--- src/rtl/fabric_bitstream_loader.sv ---
// rtl/fabric_bitstream_loader.sv - sync/header/data parser that writes configuration frames into the fabric
// Optional end-of-session checksum word enabled by FABRIC_LOADER_CHECKSUM_EN.
module fabric_bitstream_loader #(
    parameter int          NUM_ROWS       = 16,
    parameter int          NUM_COLUMNS    = 16,
    parameter int          FRAMES_PER_COL = 20,
    parameter logic [31:0] SYNC_WORD      = 32'hFAB0_FAB1
) (
    input  logic                                clk_i,
    input  logic                                rst_ni,
    input  logic [31:0]                         bitstream_data_i,
    input  logic                                bitstream_valid_i,
    output logic [NUM_ROWS*32-1:0]              frame_data_o,
    output logic [NUM_COLUMNS*FRAMES_PER_COL-1:0] frame_strobe_o,
    output logic                                config_busy_o,
    output logic                                config_done_o,
    output logic                                error_o
);
    localparam int FW = NUM_ROWS * 32;
    localparam int NS = NUM_COLUMNS * FRAMES_PER_COL;
    localparam int RW = (NUM_ROWS > 1) ? $clog2(NUM_ROWS) : 1;
    localparam logic [3:0] OP_WRITE  = 4'h1;
    localparam logic [3:0] OP_DESYNC = 4'hD;

`ifdef FABRIC_LOADER_CHECKSUM_EN
    typedef enum logic [1:0] {S_IDLE, S_HEADER, S_DATA, S_CHECK} state_t;
    logic [31:0] sum_q, sum_d;
`else
    typedef enum logic [1:0] {S_IDLE, S_HEADER, S_DATA} state_t;
`endif

    state_t          state_q, state_d;
    logic [RW-1:0]   row_q, row_d;
    logic [FW-1:0]   buf_q, buf_d;
    logic [FW-1:0]   frame_q, frame_d;
    logic [7:0]      col_q, col_d;
    logic [4:0]      frm_q, frm_d;
    logic            ok_q, ok_d;
    logic            pend_q, pend_d;
    logic [NS-1:0]   strobe_q, strobe_d;
    logic            done_q, done_d;
    logic            err_q, err_d;
    logic [FW-1:0]   shift_w;
    logic [31:0]     tgt_idx;
    logic            in_range;

    if (NUM_ROWS > 1) begin : g_shift
        assign shift_w = {buf_q[FW-33:0], bitstream_data_i};
    end else begin : g_single
        assign shift_w = bitstream_data_i;
    end

    assign tgt_idx  = 32'(col_q) * 32'(FRAMES_PER_COL) + 32'(frm_q);
    assign in_range = ({24'd0, bitstream_data_i[23:16]} < 32'(NUM_COLUMNS)) &&
                      ({27'd0, bitstream_data_i[4:0]}   < 32'(FRAMES_PER_COL));

    always_comb begin
        state_d  = state_q;
        row_d    = row_q;
        buf_d    = buf_q;
        frame_d  = frame_q;
        col_d    = col_q;
        frm_d    = frm_q;
        ok_d     = ok_q;
        pend_d   = 1'b0;
        done_d   = 1'b0;
        err_d    = err_q;
        // Target registers only change on a header, which is at least one
        // cycle after pend_q is set, so this still sees the finished frame.
        strobe_d = pend_q ? (NS'(1) << tgt_idx) : '0;
`ifdef FABRIC_LOADER_CHECKSUM_EN
        sum_d    = sum_q;
`endif
        if (bitstream_valid_i) begin
            case (state_q)
                S_IDLE: begin
                    if (bitstream_data_i == SYNC_WORD) begin
                        state_d = S_HEADER;
                        err_d   = 1'b0;
`ifdef FABRIC_LOADER_CHECKSUM_EN
                        sum_d   = '0;
`endif
                    end
                end
                S_HEADER: begin
                    case (bitstream_data_i[31:28])
                        OP_WRITE: begin
                            state_d = S_DATA;
                            row_d   = '0;
                            col_d   = bitstream_data_i[23:16];
                            frm_d   = bitstream_data_i[4:0];
                            ok_d    = in_range;
                            if (!in_range) err_d = 1'b1;
                        end
                        OP_DESYNC: begin
`ifdef FABRIC_LOADER_CHECKSUM_EN
                            state_d = S_CHECK;
`else
                            state_d = S_IDLE;
                            done_d  = 1'b1;
`endif
                        end
                        default: begin
                            state_d = S_IDLE;
                            err_d   = 1'b1;
                        end
                    endcase
                end
                S_DATA: begin
                    buf_d = shift_w;
`ifdef FABRIC_LOADER_CHECKSUM_EN
                    sum_d = sum_q + bitstream_data_i;
`endif
                    if (row_q == RW'(NUM_ROWS - 1)) begin
                        frame_d = shift_w;
                        pend_d  = ok_q;
                        state_d = S_HEADER;
                    end else begin
                        row_d = row_q + 1'b1;
                    end
                end
`ifdef FABRIC_LOADER_CHECKSUM_EN
                S_CHECK: begin
                    state_d = S_IDLE;
                    if (bitstream_data_i == sum_q) done_d = 1'b1;
                    else                           err_d  = 1'b1;
                end
`endif
                default: state_d = S_IDLE;
            endcase
        end
    end

    always_ff @(posedge clk_i or negedge rst_ni) begin
        if (!rst_ni) begin
            state_q  <= S_IDLE;
            row_q    <= '0;
            buf_q    <= '0;
            frame_q  <= '0;
            col_q    <= '0;
            frm_q    <= '0;
            ok_q     <= 1'b0;
            pend_q   <= 1'b0;
            strobe_q <= '0;
            done_q   <= 1'b0;
            err_q    <= 1'b0;
`ifdef FABRIC_LOADER_CHECKSUM_EN
            sum_q    <= '0;
`endif
        end else begin
            state_q  <= state_d;
            row_q    <= row_d;
            buf_q    <= buf_d;
            frame_q  <= frame_d;
            col_q    <= col_d;
            frm_q    <= frm_d;
            ok_q     <= ok_d;
            pend_q   <= pend_d;
            strobe_q <= strobe_d;
            done_q   <= done_d;
            err_q    <= err_d;
`ifdef FABRIC_LOADER_CHECKSUM_EN
            sum_q    <= sum_d;
`endif
        end
    end

    assign frame_data_o   = frame_q;
    assign frame_strobe_o = strobe_q;
    assign config_busy_o  = (state_q != S_IDLE);
    assign config_done_o  = done_q;
    assign error_o        = err_q;
endmodule

--- config.mk ---
export PLATFORM = sky130hd
export DESIGN_NAME = fabric_bitstream_loader
export DESIGN_NICKNAME = d
export VERILOG_FILES = /design/src/rtl/fabric_bitstream_loader.sv
export SDC_FILE = /design/constraint.sdc
export NUM_CORES = 2
export LEC_CHECK = 0
export ABC_AREA = 1
export CAP_MARGIN = 20
export CORE_UTILIZATION = 29
export CTS_CLUSTER_DIAMETER = 150
export DETAILED_ROUTE_END_ITERATION = 10
export SYNTH_ARGS = -nofsm -noshare
export SYNTH_HDL_FRONTEND = slang
export SYNTH_SLANG_ARGS = --single-unit
--- constraint.sdc ---
create_clock -name clk_i -period 9.3 [get_ports clk_i]
set_input_delay 1.395 -clock clk_i [delete_from_list [all_inputs] [get_ports clk_i]]
set_output_delay 1.395 -clock clk_i [all_outputs]
set_load 0.02 [all_outputs]
==> reports/metrics.cfg <==
[final_layout]
final_common_cell = dfrtp_1
layout_common_cells = dfrtp_1, clkdlybuf4s50_1, nor2_1, nand2_1, inv_1
finish.utilization = 0.389
layout-drive-gt1-share = 0.0629
fillers = 16300
nets = 5537
area.sequential_um2 = 33400
multi_input_area_um2 = 12200
area_growth_pct = 32.7

[routing]
detailroute.via_count = 35400
vias_per_cell = 4.55
drt_wl_total_um = 161000
avgRoutedWirePerCell_um = 20.6
drtAntennaViolNets = 0
drcViolationCount = 0
first_pass_iters = 7
drt_iter0_markers = 3454

[sta]
hold_violations = 0
fmax_mhz = 230
finalWorstSetupSlack_ns = 4.95
maxSlewViolCount = 0
slew_headroom = 0.246
period_minus_slack_ns = 4.35
rsz0062_at_grt = false
clock_skew_ns = 0.0422
worstMarginPinSlew_ns = 1.13
fin_crit_sh = 0.467
worst_hold_slack_ns = 0.478
setup_viol = 0
setup_tns_ns = 0

[worst_setup_path]
startpoint_type = register
max_stage_delay_ns = 0.79
crit_buf_inv = 2
crit_start = col_q[1]$_DFFE_PN0P_
r2r_start = col_q[1]$_DFFE_PN0P_
crit_chain = ha_1 > ha_1 > inv_1 > fa_1 > nor2_1 > nand3_1 > nand2_1 > nand2_1 > nor2_2 > xor2_1 > nand2_1 > nor2_1 > nand2_4 > buf_4 > nor2_1
end_kind = register
critical_path_class = register to register
critPathRequiredTime_ns = 9.88
cp_top_family = simple AND/OR/NAND/NOR gates
cp_max_fo = 69
cp_data_arrival_time_ns = 4.92
crit_slowest_cell = buf_4

[clocking]
clkTransAtPathRegs_ns = 0.06
cts_setup_buffers = 0
hold_buffers = 0
clockBufferDepth = 3
numCtsBuffers = 147
insertion_delay_ns = 0.79
h-tree-depth = 4
cts.sinks = 1335
cts_resized = 0
cts_tree = built
root_buffer = clkbuf_16

[synth]
dominantRegCellSynth = dfrtp_1
ys_seq_area_frac = 0.688
yosysWarnings = 0
syn_area_um2 = 48500
synthCells = 4714
async_flop_share = 1.00
synth.distinct_cells = 29
synth_edf_count = 0
avgSynthCellArea_um2 = 10.3
ys_ff_latch = 1335
syn_nets = 4767

[placed_design]
port_buffers = 869
globalplace.congestion = 0.915
dp_hpwl_um = 114000
dpl_worst_slack_ns = 4.20

[grt]
grt_use_total = 0.187
antenna_found_initial = 6
grt_pass1_vias = 35300
grt_start_max_net_pins = 249
overflow = 0
grt_pass1_wl_um = 234000

[status]
outcome = finished, final reports clean

[floorplan]
die_area_um2 = 169000
core_um2 = 166000
die_h_um = 411
start_util = 0.293
ios = 870
rows = 149
die_w_um = 411

[hold_path]
hold_start = buf_q[262]$_DFFE_PN0P_
holdCritPathClass = register to register

[power]
power_density_nw_per_um2 = 230
peakVddDrop_v = 0.000284
p_total_uw = 14800
p_leak_uw = 0.0283

[run]
drv_cap = 0

-- power breakdown --
| group | internal (uW) | leakage (uW) | switching, uW | total, uW |
|---|---|---|---|---|
| registers | 6100 | 0.0185 | 166 | 6260 |
| clock network | 3420 | 0.00243 | 2530 | 5940 |
| logic | 530 | 0.00731 | 2060 | 2590 |
-- tightest hold or removal path, cell delays in order, from the launching register on --
cell,delay [ns]
dfrtp_1,0.34
nand2_1,0.05
o21ai_0,0.06
-- final timing paths --
check	endpoint	slack, ns	cells after the start
max	frame_strobe_o[75]$_DFF_PN0_	4.95	15
min	buf_q[262]$_DFFE_PN0P_	0.48	2
max reg2reg	frame_strobe_o[75]$_DFF_PN0_	4.95	15
min reg2reg	buf_q[262]$_DFFE_PN0P_	0.48	2
max in group asynchronous	frame_data_o[495]$_DFFE_PN0P_	6.37	3
min in group asynchronous	frame_data_o[208]$_DFFE_PN0P_	0.61	1
-- synthesized netlist by cell type (2+ instances only) --
cell type / instances / area share
o21ai_0: 497 / 0.051
buf_2: 61 / 0.0063
nor3_1: 6 / 0.00062
dfrtp_1: 1335 / 0.69
clkbuf_1: 217 / 0.017
nand2_1: 548 / 0.042
nand4_1: 144 / 0.019
ha_1: 16 / 0.0041
inv_2: 3 / 0.00023
inv_1: 498 / 0.039
nor2_1: 799 / 0.062
buf_1: 11 / 0.00085
mux2_2: 51 / 0.012
fa_1: 2 / 0.00083
nand3_1: 23 / 0.0024
nor4_1: 3 / 0.00039
nor2_4: 17 / 0.0039
a21oi_1: 467 / 0.048
xor2_1: 6 / 0.0011
-- state kept, by name, summed over array words and instances (netlist names) --
signal,flops
frame_data_o,512
buf_q,480
frame_strobe_o,320
col_q,8
frm_q,5
row_q,4
state_q,2
config_done_o,1
error_o,1
ok_q,1
pend_q,1
-- metrics by stage --
stage,std cells,instance area (um2)
after floorplan,4714,48500
after global placement,7521,59300
after detailed placement,7521,59300
after CTS,7781,64300
after global routing,7784,64400
final,7786,64400
-- kinds of logic after synthesis --
kind of cell / share of synthesized area
XOR/XNOR: 0.00126
buffers and inverters: 0.0628
AND/OR/NAND/NOR: 0.131
AO/OA/AOI/OAI: 0.100
adder cells (fa/ha/maj): 0.00495
multiplexers: 0.0118
flip-flops: 0.688
-- layer usage --
metal  share of wire  GRT usage  wire, um  vias up
li1                -          -         -    16500
met1            0.41      0.238     66200    17500
met2            0.48      0.297     76700     1129
met3           0.073     0.0539     11800      261
met4           0.038     0.0743      6120        0
met5               0          0         0        -
-- cell type report --
type | count | share of cell area
Clock inverter | 53 | 0.0126
Tap cell | 2189 | 0.0425
Inverter | 502 | 0.0293
Multi-Input combinational cell | 2588 | 0.189
Antenna cell | 2 | 0.0000777
Sequential cell | 1335 | 0.519
Clock buffer | 207 | 0.0650
Timing Repair Buffer | 910 | 0.143
(Power assumes the default switching activity.)
